<file path="config.mk">
export PLATFORM = sky130hd
export DESIGN_NAME = b_lut_seq
export DESIGN_NICKNAME = d
export VERILOG_FILES = /design/src/rtl/b_lut_pkg.sv /design/src/rtl/b_lut_nibble.sv /design/src/rtl/b_lut_seq.sv
export SDC_FILE = /design/constraint.sdc
export NUM_CORES = 1
export LEC_CHECK = 0
export ABC_AREA = 1
export CAP_MARGIN = 0
export CORE_MARGIN = 2
export CORE_UTILIZATION = 53
export CTS_BUF_LIST = sky130_fd_sc_hd__clkbuf_8
export DETAILED_ROUTE_END_ITERATION = 10
export PLACE_DENSITY = 0.82
export REMOVE_ABC_BUFFERS = 1
export SLEW_MARGIN = 5
export SYNTH_ARGS = -nofsm -noshare
export SYNTH_HDL_FRONTEND = slang
export SYNTH_SLANG_ARGS = --single-unit
</file>
<file path="constraint.sdc">
create_clock -name clock -period 2.6 [get_ports clock]
set_clock_uncertainty 0.05 [all_clocks]
set_input_delay 0.39 -clock clock [delete_from_list [all_inputs] [get_ports clock]]
set_output_delay 0.39 -clock clock [all_outputs]
set_load 0.01 [all_outputs]
</file>
<file path="src/rtl/b_lut_pkg.sv">
// Shared definitions for the nibble LUT sequencer:
// FSM state encoding, nibble width, LUT depth and word geometry.
package b_lut_pkg;

    typedef enum logic [1:0] {
        IDLE = 2'd0,
        BUSY = 2'd1,
        DONE = 2'd2
    } state_t;

    localparam int NIB_W     = 4;
    localparam int LUT_DEPTH = 16;
    localparam int NIBBLES   = 8;
    localparam int LUT_W     = NIB_W * LUT_DEPTH;

endpackage

</file>
<file path="src/rtl/b_lut_nibble.sv">
// Single-lane nibble lookup: idx selects one 4-bit entry of lut.
// Ports: idx (4b index), lut (64b table, entry i at [4i+3:4i]), value (4b).
module b_lut_nibble
    import b_lut_pkg::*;
(
    input  logic [NIB_W-1:0] idx,
    input  logic [LUT_W-1:0] lut,
    output logic [NIB_W-1:0] value
);

    assign value = lut[{idx, 2'b00} +: NIB_W];

endmodule

</file>
<file path="src/rtl/b_lut_seq.sv">
// Sequential 32-bit nibble LUT: LANES nibbles translated per BUSY cycle.
// Ports: clock, reset, flush, valid/ready, crs1-3, result/result_valid/result_ready.
module b_lut_seq
    import b_lut_pkg::*;
#(
    parameter int LANES = 2
)
(
    input  logic        clock,
    input  logic        reset,
    input  logic        flush,
    input  logic        valid,
    output logic        ready,
    input  logic [31:0] crs1,
    input  logic [31:0] crs2,
    input  logic [31:0] crs3,
    output logic [31:0] result,
    output logic        result_valid,
    input  logic        result_ready
);

    if (!(LANES == 1 || LANES == 2 || LANES == 4 || LANES == 8)) begin : g_bad_lanes
        $error("b_lut_seq: LANES must be 1, 2, 4 or 8");
    end

    localparam int         GROUPS = NIBBLES / LANES;
    localparam logic [2:0] LAST   = 3'(GROUPS - 1);

    state_t            state, state_n;
    logic [2:0]        cnt, cnt_n;
    logic              load, wr;
    logic [31:0]       crs1_q, crs2_q, crs3_q, result_q;
    logic [2:0]        nib [LANES];
    logic [NIB_W-1:0]  idx [LANES];
    logic [NIB_W-1:0]  val [LANES];

    // Nibble position handled by each lane in the current group.
    always_comb begin
        for (int l = 0; l < LANES; l++) begin
            nib[l] = 3'(int'(cnt) * LANES + l);
            idx[l] = crs1_q[{nib[l], 2'b00} +: NIB_W];
        end
    end

    for (genvar l = 0; l < LANES; l++) begin : g_lane
        b_lut_nibble u_nib (
            .idx   (idx[l]),
            .lut   ({crs3_q, crs2_q}),
            .value (val[l])
        );
    end

    always_ff @(posedge clock) begin
        if (reset) begin
            state <= IDLE;
            cnt   <= '0;
        end else begin
            state <= state_n;
            cnt   <= cnt_n;
        end
    end

    always_comb begin
        state_n = state;
        cnt_n   = cnt;
        load    = 1'b0;
        wr      = 1'b0;
        unique case (state)
            IDLE: begin
                if (valid) begin
                    load    = 1'b1;
                    cnt_n   = '0;
                    state_n = BUSY;
                end
            end
            BUSY: begin
                wr = 1'b1;
                if (cnt == LAST) begin
                    cnt_n   = '0;
                    state_n = DONE;
                end else begin
                    cnt_n = cnt + 3'd1;
                end
            end
            DONE: begin
                if (result_ready) state_n = IDLE;
            end
            default: state_n = IDLE;
        endcase
        // Flush aborts whatever is in flight; result keeps its value.
        if (flush) begin
            state_n = IDLE;
            cnt_n   = '0;
            load    = 1'b0;
            wr      = 1'b0;
        end
    end

    always_ff @(posedge clock) begin
        if (reset) begin
            crs1_q   <= '0;
            crs2_q   <= '0;
            crs3_q   <= '0;
            result_q <= '0;
        end else begin
            if (load) begin
                crs1_q <= crs1;
                crs2_q <= crs2;
                crs3_q <= crs3;
            end
            if (wr) begin
                for (int l = 0; l < LANES; l++) begin
                    result_q[{nib[l], 2'b00} +: NIB_W] <= val[l];
                end
            end
        end
    end

    assign ready        = (state == IDLE);
    assign result_valid = (state == DONE);
    assign result       = result_q;

endmodule

</file>
**Word-level counts from Yosys, hierarchy flattened**

Cells that the tools add are included.

- Register bits after elaboration: 133
- Output and inout bits: 34
- Word-level logic and storage cells: 43

- Multiplexer cells: 14
- Shift operators: 8
- Eq/ne operators: 6
- Reductions and logical operators: 5
- Add/sub/neg operators: 4

Operators by type and width:

| operator | number |
|---|---|
| 64-bit by 7-bit indexed part select with 4-bit output | 2 |
| 32-bit bitwise mux | 2 |
| 4-bit by 7-bit variable shift with 32-bit output (first input constant) | 2 |
| 32-bit by 6-bit indexed part select with 4-bit output | 2 |
| 4-bit by 7-bit indexed part select with 32-bit output | 2 |
| 5-bit negator with 7-bit output | 2 |
| 3-bit by 1-bit adder with 3-bit output (second input constant) | 2 |
| 2-bit two-way mux | 3 |
| 3-bit two-way mux | 2 |
| 2-bit one-hot mux with 3 select lines | 1 |
| 3-bit one-hot mux with 2 select lines | 1 |
| 1-bit two-way mux | 5 |
| 2-bit inequality test (second input constant) | 2 |
| 3-bit by 2-bit == test with 1-bit output (second input constant) | 1 |
| 3-bit AND reduction | 1 |
| 2-bit by 1-bit == test with 1-bit output (second input constant) | 1 |
| 2-bit == test (second input constant) | 1 |
| 2-bit zero test | 1 |
| 2-bit by 1-bit inequality test with 1-bit output (second input constant) | 1 |
| 2-bit AND reduction | 1 |
| 2-bit nonzero test | 1 |
| 2-bit OR reduction | 1 |

**Longest topological paths before layout**

Gate-level depths: netlist of the first run.

- Word-level depth: 5
- Depth in mapped cells: 13

**Hierarchy**

Synthesis of the first run repeated with hierarchy kept, for this count alone.

- Cells, all modules: 1175
- Area total of the unflattened synthesis: 7369.6 µm²

By module, submodules not included:

| module | area each (µm²) | instances | cells an instance | seq. area each (µm²) |
|---|---|---|---|---|
| b_lut_seq | 5660.4 | 1 | 785 | 2662.6 |
| b_lut_nibble | 854.6 | 2 | 195 | 0.0 |

**Worst setup path before layout of the first run**

Ideal clock, no wire load.

- Kind: register -> register
- Start: register cnt[0]
- End: register result_q[16], in the netlist result[16]
- Buffers on the path: 3
- Clock period less this slack: 1.966 ns
- Arrival: 1.845 ns
- Slack: 0.634 ns
- Stages on the path, launching flop included: 10
- Cells stage by stage: dfxtp_1 -> inv_2 -> buf_6 -> buf_6 -> buf_2 -> ha_1 -> inv_1 -> nor3_1 -> nand2_1 -> a21oi_1

- Cells in the longest elaborated chain, start to end: 5
- Elaborated cells between the ends (all ways): 13
- Those cells by class: 3 x add/sub; 8 x shift; 2 x mux

RTL lines:

| item | line | text |
|---|---|---|
| start: declaration | b_lut_seq.sv:30 | `logic [2:0] cnt, cnt_n;` |
| start signal: assignment | b_lut_seq.sv:59 | `cnt <= cnt_n;` |
| 3-bit by 1-bit adder with 3-bit output or 32-bit by 6-bit indexed part select with 4-bit output (tied branches) | b_lut_seq.sv:40, b_lut_seq.sv:41 |  |
| 32-bit by 6-bit indexed part select with 4-bit output or 64-bit by 7-bit indexed part select with 4-bit output (tied branches) | b_lut_seq.sv:41, b_lut_nibble.sv:11 |  |
| 64-bit by 7-bit indexed part select with 4-bit output or 4-bit by 7-bit indexed part select with 32-bit output (tied branches) | b_lut_nibble.sv:11, b_lut_seq.sv:113 |  |
| 4-bit by 7-bit indexed part select with 32-bit output or 32-bit bitwise mux (tied branches) | b_lut_seq.sv:113 | `result_q[{nib[l], 2'b00} +: NIB_W] <= val[l];` |
| 32-bit bitwise mux * | b_lut_seq.sv:113 |  |
| end signal: indexed assignment | b_lut_seq.sv:113 |  |
| end: declaration | b_lut_seq.sv:32 | `logic [31:0] crs1_q, crs2_q, crs3_q, result_q;` |

Every way passes the cells marked *; elsewhere a longest branch is shown, timed or not.
A chain may end at the register's enable or synchronous reset.

**Final worst setup path of the first run**

- Start: register cnt[0]
- End: register result_q[25], in the netlist result[25]

The elaborated chain is that of the path after synthesis.

==> results.txt, run 1 <==
In the final routed layout, each cell accounts on average for 15.8 um. The remaining number of nets flagged by the antenna check after routing is 0. The final estimated routing congestion in global placement is 0.880. The most numerous cell type found on the critical path is sky130_fd_sc_hd__nand3_1. The largest voltage drop on the vdd net came out at 0.365 mV. The number of vias per cell came out at 5.74. At the pin with the least slew margin, the transition time is 0.776 ns. The final hold slack is 0.314 ns. For this design, the sink count on the clock tree is 133. The estimated wirelength of the detail-placed design is 12,500 um. After detailed placement, the total cell area comes to 7900 um^2. The depth of the CTS H-tree came out at 4.

The signal on the critical path passes through buf_6 -> nand2_1 -> nand3_1 -> nand2_1 -> inv_2 -> nand3_1 -> nand3_1 -> nand2_1 -> nor2_2 -> nand3_1 -> a21oi_1. The tree is rooted in a sky130_fd_sc_hd__clkbuf_8. The area of the core is 12,000 um^2.

The count of fill cells added during filler insertion is 1,003. After the first detailed-routing iteration, the DRC count stood at 642. After clock tree synthesis, the clock-pin slew on the worst setup and hold paths is 0.07 ns.

After floorplanning, the core was divided into 40 placement rows. For this run, the slowest stage of the critical path takes 0.39 ns. The later pin in the worst-skew pair is clocked with a latency of 0.44 ns. The clock tree from TritonCTS is yes. The total I/O pin count is 135.

The startpoint identified for the worst hold timing path is reset. The area added between synthesis and finish came out at 28.4%. The worst hold path cell count came out at 3. The routed wire length came out at 18,900 um.

The area of the die is 13,200 um^2. The total setup violations reported at the end of the flow is 0. The total instance count after detailed placement came out at 1,159. Data on the critical path is required at its endpoint by 2.92 ns.

STA classifies the critical path endpoint as a register. The number of global-route vias before repair came out at 6,222. The distinct cell type count of the synthesized netlist is 24. After detailed routing, no signal wire sits above met4. The number of nets in the layout is 1,140. The first-pass iteration count of the detailed router came out at 5. The number of buffers added on ports is 134. The count of yosys warnings during synthesis came out at 0. STA classifies the critical path startpoint as a register.

The worst register-to-register path begins at cnt[0]. The chip width is 115 um. The first-pass GRT wire length is 30,400 um.

Once the clock tree was built, the setup fixing pass inserted 0 buffers. Once routing completed, OpenROAD measured the worst setup slack at 0.157 ns. TritonCTS created 17 clock buffers. The reported leakage power came out at 2.99 nW. The run finished with clean final reports. The class of the worst hold path is in2reg. The max-capacitance violation count came out at 0. The cell depth of the worst flop-to-flop path is 11. The worst setup slack for register-to-register paths is 0.16 ns. Prior to clock tree synthesis, the placed netlist has a worst setup slack of 0.214 ns. Summed over all layers, the global routing overflow is 0. The total area of multi-input combinational cells is 3320 um^2. The height of the die is 115 um. The share of the cycle needed by the critical path after routing came out at 93.9%. The critical path is of the reg2reg type.

Once layout is complete, the cells apart from fillers number 1,191. The post-layout instance area is 8360 um^2. The total met3 wirelength after detailed routing came out at 1480 um. The antenna cell count is 0. For this design, the slowest cell found on the critical path is sky130_fd_sc_hd__dfxtp_1. The pin count of the biggest net entering global routing is 72. The total power draw came out at 4.87 mW. The final route contains 6,837 vias. The number of hold-slack violations in the final timing report came out at 0. The post-synthesis sequential area ratio came out at 40.9%. The number of antenna violations at the first check in global routing is 0.

Counting along the longest clock path gives a buffer depth of 2. The average size of a mapped cell is 7.03 um^2. The path with the worst hold slack has its endpoint at crs1_q[10]. After layout, the minimum clock period comes to 2.44 ns. The cell count after synthesis is 926.

The initial cell density of the core came out at 54.2%. The critical path data arrival time came out at 2.76 ns. The power per cell area came out at 583 nW/um^2. Cells with a size suffix above 1 make up 7.28% of the layout.

In the post-synthesis netlist, the biggest area contributors are sky130_fd_sc_hd__dfxtp_1 (41%), sky130_fd_sc_hd__nand3_1 (14%), sky130_fd_sc_hd__nand2_1 (12%). The final count of pins violating max slew was 0. In this run the cell area of the synthesized design comes to 6510 um^2. The remaining design rule violation count came out at 0. The area used by sequential logic in the layout came out at 2660 um^2.

The biggest area contributor in the post-synthesis netlist is sky130_fd_sc_hd__dfxtp_1. Measured against its own limit, the worst slew margin works out to 48.2%. Summed over all nets, wire length on met2 after detailed routing comes to 8580 um. The synthesized flop and latch total came out at 133. The routed metal-1 wire length came out at 8390 um. The endpoint identified for the worst register-to-register timing path is result[25]. In this run the worst path has a maximum fanout of 35. The overall global routing resource usage came out at 28.8%. Static timing analysis puts the maximum clock frequency at 409 MHz. The fraction of post-synthesis cell area in the top cell type by area came out at 40.9%.
-- synth_stat cells, drive strengths merged --
library cell,count
a2111oi,1
a211oi,1
a21oi,136
a32oi,2
buf,25
clkbuf,42
dfxtp,133
ha,8
inv,60
nand2,210
nand3,191
nand4,16
nor2,24
nor3,1
o211ai,28
o21ai,48
-- layout by cell type, fill, tap and decap left out, drive strengths merged --
cell type and n:
dfxtp 133, o21ai 48, clkbuf 21, a2111oi 1
nor3 1, inv 63, a211oi 1, buf 20
a32oi 2, o211ai 28, clkdlybuf4s50 133, bufinv 4
clkinv 2, ha 8, nand2 210, nand3 191
nor2 24, a21oi 136, clkinvlp 2, nand4 16
-- worst max path at each step --
stage              from    endpoint  slack, ns  cells after the start
2_1_floorplan  state[1]  crs1_q[11]      -1.62                      6
3_3_place_gp     cnt[0]  result[27]       0.22                     12
3_5_place_dp     cnt[0]  result[11]       0.21                     12
4_1_cts          cnt[0]  result[24]       0.17                     12
5_1_grt          cnt[0]  result[11]     -0.007                     12
6_report         cnt[0]  result[25]       0.16                     11
-- timing repair --
| action | 4_1_cts | 5_1_grt |
|---|---|---|
| endpoints found under the setup margin | 0 | 9 |
| gates resized for setup | 0 | 5 |
| hold buffers | 0 | 0 |
-- worst max-delay path, delay by kind of cell, from the launching register on --
family / cells / cell delay, ns
flip-flops: 1 / 0.39
buffers and inverters: 2 / 0.59
AO/OA/AOI/OAI: 1 / 0.14
AND/OR/NAND/NOR: 8 / 1.18
-- cell type report --
type	instances	area share, %
clock buffer	21	3.46
clock inverter	11	1.87
inverter	60	2.72
multi-input combinational	666	39.7
sequential	133	31.9
tap	147	2.20
timing repair buffer	153	18.2
-- metrics by stage --
stage	setup TNS [ns]	util (%)
finish	0	69.6
CTS	0	69.5
detailed placement	0	65.8
global placement	0	65.8
floorplan	-149.00	-
global route	-0.00746	69.6
-- per-layer routing --
layer	vias to the layer above	track usage (%)
met5	-	0
met4	0	11.2
met3	38	6.91
met2	313	44.1
met1	3114	39.5
li1	3372	-
-- logic make-up (layout without fill, tap and decap cells) --
| group | count (synthesis) | in the layout | share of synthesized area, % |
|---|---|---|---|
| and+or+nand+nor | 442 | 442 | 30.9 |
| AOI/OAI and AO/OA | 216 | 216 | 18.3 |
| DFF | 133 | 133 | 40.9 |
| buffers and inverters | 127 | 245 | 8.38 |
| adders and majority gates | 8 | 8 | 1.54 |
-- where the power goes --
part	internal (mW)	total [mW]	switching, mW	leakage [nW]
clock network	1.13	1.92	0.790	0.232
registers	2.13	2.18	0.0524	1.09
logic	0.326	0.765	0.440	1.68
-- sequential cells by signal (all words and copies together), names as in the netlist --
signal  count
cnt         3
crs1_q     32
crs2_q     32
crs3_q     32
result     32
state       2
No activity file was read; power rests on OpenSTA's default activity.
==> inputs of run 2 (changes only) <==
- CORE_UTILIZATION: 53 -> 55
- DONT_BUFFER_PORTS: not set -> 1
- PLACE_DENSITY: 0.82 -> 0.7
==> run 2 against run 1 <==
  * Combinational power decreased by 22%
  * Total power is 1.4% lower
  * Setup slack improved by 0.025 ns
  * Highest routed layer unchanged
  * Critical path depth is 1 lower
  * Largest power group unchanged
==> results.txt, run 2 (same netlist as run 1, synthesis figures left out) <==
The number of nets in the layout came out at 1,002 (-12%). The average wire length per cell after detail routing is 18.2 um (+15%). The initial cell density of the core is 56.8% (+2.6 points). The clock transition at the registers of the reported paths came to 0.07 ns (about the same). In this run the worst setup path begins at cnt[0].

The total global routing overflow is 0 (unchanged). The share of the cycle needed by the critical path after routing is 93.0% (-0.95 points). The depth of the CTS H-tree came out at 4 (unchanged). The TritonCTS buffer count came out at 17 (unchanged). The number of hold-slack violations in the final timing report came out at 0 (unchanged). The cell depth of the worst flop-to-flop path is 10 (-1).

The kind of start point of the critical path is a register. The first-pass iteration count of the detailed router came out at 5 (unchanged). The first-pass GRT wire length is 30,400 um (about the same).

The final estimated routing congestion in global placement is 1.01 (+14%). The type of element capturing the critical path is a register. The library cells used most frequently in the layout, excluding fill and tap cells, are sky130_fd_sc_hd__nand2_1 (205), sky130_fd_sc_hd__nand3_1 (181), sky130_fd_sc_hd__a21oi_1 (136). The critical path data arrival time is 2.75 ns (about the same). The number of vias per cell was 6.07 (+5.8%). The max-capacitance violation count came to 0 (unchanged). The power per cell area is 686 nW/um^2 (+18%). The post-CTS setup buffer count came out at 0 (unchanged). The remaining number of nets flagged by the antenna check after routing was 0 (unchanged). The reported leakage power was 2.48 nW (-17%). The largest voltage drop on the vdd net is 0.758 mV (+110%). The area added between synthesis and finish is 7.59%.

The setup slack after placement is 0.209 ns (-0.00499 ns). The total number of clock tree sinks was 133 (unchanged). The vias after detailed routing was 6,371 (-6.8%). The area of the core came out at 11,500 um^2 (-4.5%). The height of the die is 113 um (-1.8%). The flow ran to the end, and the final reports show no timing, DRC or antenna violations. The critical-path maximum fanout is 19 (-46%). The ratio of cells with drive above 1 in the final layout came out at 7.84% (+0.56 points).

Following the worst setup path forward leads to its endpoint at result[10]. The antenna cell count is 0 (unchanged). The clock tree from TritonCTS is yes. The number of global-route vias before repair was 5,890 (-5.3%).

The relative slew slack came to 56.6% (+8.3 points). The minimum period implied by the final worst setup slack came to 2.42 ns (-0.0246 ns). The total setup violations reported at the end of the flow is 0 (unchanged).

The area used by sequential logic in the layout came to 2660 um^2 (unchanged). The estimated wirelength of the detail-placed design is 13,100 um (+4.9%). The routed wire length came out at 19,100 um (+1.3%). The row count is 39 (-2.5%). The class of the worst hold path is in2reg. The area of the die is 12,700 um^2 (-3.5%).

The total I/O pin count is 135 (unchanged). The total instance count after detailed placement is 1,016 (-12%). The overall global routing resource usage is 30.2% (+1.4 points).

The number of antenna violations at the first check in global routing came out at 0 (unchanged). The worst setup slack for register-to-register paths is 0.18 ns (+0.02 ns). The pin count of the biggest net entering global routing is 87 (+21%). Clock tree synthesis selected as its root buffer the cell sky130_fd_sc_hd__clkbuf_8. The number of DRC violations after detailed-routing iteration 0 is 567 (-12%). The final count of pins violating max slew came out at 0 (unchanged). The worst path required time is 2.94 ns (+0.02 ns). The maximum operating frequency is 414 MHz (+1.0%).

The number of standard cells in the layout, taps in and fillers out came out at 1,049 (-12%). The total area of multi-input combinational cells is 3320 um^2 (+0.15%). The clock latency of the later-clocked register in the worst-skew pair was 0.45 ns (about the same). The smallest setup slack after layout is 0.182 ns (+0.0246 ns).

In this run the critical register-to-register path is launched from cnt[0]. The terminus of the critical flop-to-flop path is result[10]. The number of buffers added on ports is 0 (-100%). Setup repair after global routing left no endpoint under its margin. The remaining design rule violation count came out at 0 (unchanged). The worst-margin pin slew came out at 0.651 ns (-0.125 ns). The library cell used most frequently in the layout, excluding fill and tap cells, is sky130_fd_sc_hd__nand2_1.

The buffer levels on the longest clock path came out at 2 (unchanged). The chip width is 113 um (-1.8%). The count of fill cells added during filler insertion came out at 1,061 (+5.8%). The worst setup path is of the reg2reg kind.
## run 2: cell count changes in the layout (fill, tap and decap cells not counted), moves of 2 or more
| cell | before | now |
|---|---|---|
| sky130_fd_sc_hd__buf_12 | 3 | 1 |
| sky130_fd_sc_hd__clkinvlp_4 | 2 | 0 |
| sky130_fd_sc_hd__buf_4 | 14 | 12 |
| sky130_fd_sc_hd__clkdlybuf4s50_1 | 133 | 0 |
## run 2: stage by stage
| step | utilization [%] | setup TNS, ns | hold WS [ns] | total power [mW] | area, um^2 |
|---|---|---|---|---|---|
| global placement | 56.6 | 0 | 0.389 | 2.78 | 6490 |
| floorplan | - | -149.00 | 0.379 | 2.62 | 6190 |
| CTS | 61.0 | 0 | 0.0289 | 4.82 | 6990 |
| finish | 61.1 | 0 | 0.0461 | 4.81 | 7010 |
| global route | 61.1 | 0 | 0.0288 | 5.00 | 7010 |
| detailed placement | 56.6 | 0 | 0.394 | 2.80 | 6490 |
## run 2: power breakdown
group	total [mW]	switching, mW	internal (mW)
sequential	2.19	0.0587	2.13
clock	2.02	0.787	1.23
combinational	0.598	0.413	0.185
## run 2: routing by layer
metal  share of wire [%]  GRT usage [%]
met5                   0              0
met4                 2.6           11.0
met3                 7.4           8.46
met2                  47           48.4
met1                  43           39.2
## run 2: critical path: stages, from the launching register on
cell	delay, ns
sky130_fd_sc_hd__dfxtp_1	0.33
sky130_fd_sc_hd__inv_2	0.22
sky130_fd_sc_hd__buf_4	0.30
sky130_fd_sc_hd__a21oi_1	0.11
sky130_fd_sc_hd__a32oi_2	0.40
sky130_fd_sc_hd__inv_1	0.20
sky130_fd_sc_hd__nand3_1	0.17
sky130_fd_sc_hd__nand2_1	0.12
sky130_fd_sc_hd__nor2_2	0.18
sky130_fd_sc_hd__nand3_1	0.12
sky130_fd_sc_hd__a21oi_1	0.13
## run 2: timing repair
item | CTS | global route
gates resized for setup | 0 | 3
hold endpoints to repair | 86 | 0
endpoints found under the setup margin | 0 | 8
hold buffers | 1 | 0
## run 2: worst min-delay path by stage
| stage | start | to | depth (start not counted) |
|---|---|---|---|
| global route | crs2[19] | crs2_q[19] | 2 |
| detailed placement | crs1_q[22] | crs1_q[22] | 2 |
| CTS | crs1[26] | crs1_q[26] | 2 |
| finish | crs1[16] | crs1_q[16] | 2 |
| floorplan | cnt[2] | cnt[2] | 2 |
| global placement | cnt[2] | cnt[2] | 2 |
## run 2: cell type report
cell class / count / share of cell area, %
Clock inverter: 11 / 2.57
Clock buffer: 21 / 4.13
Tap cell: 143 / 2.55
Multi-Input combinational cell: 666 / 47.4
Timing Repair Buffer: 15 / 2.13
Inverter: 60 / 3.21
Sequential cell: 133 / 38.0
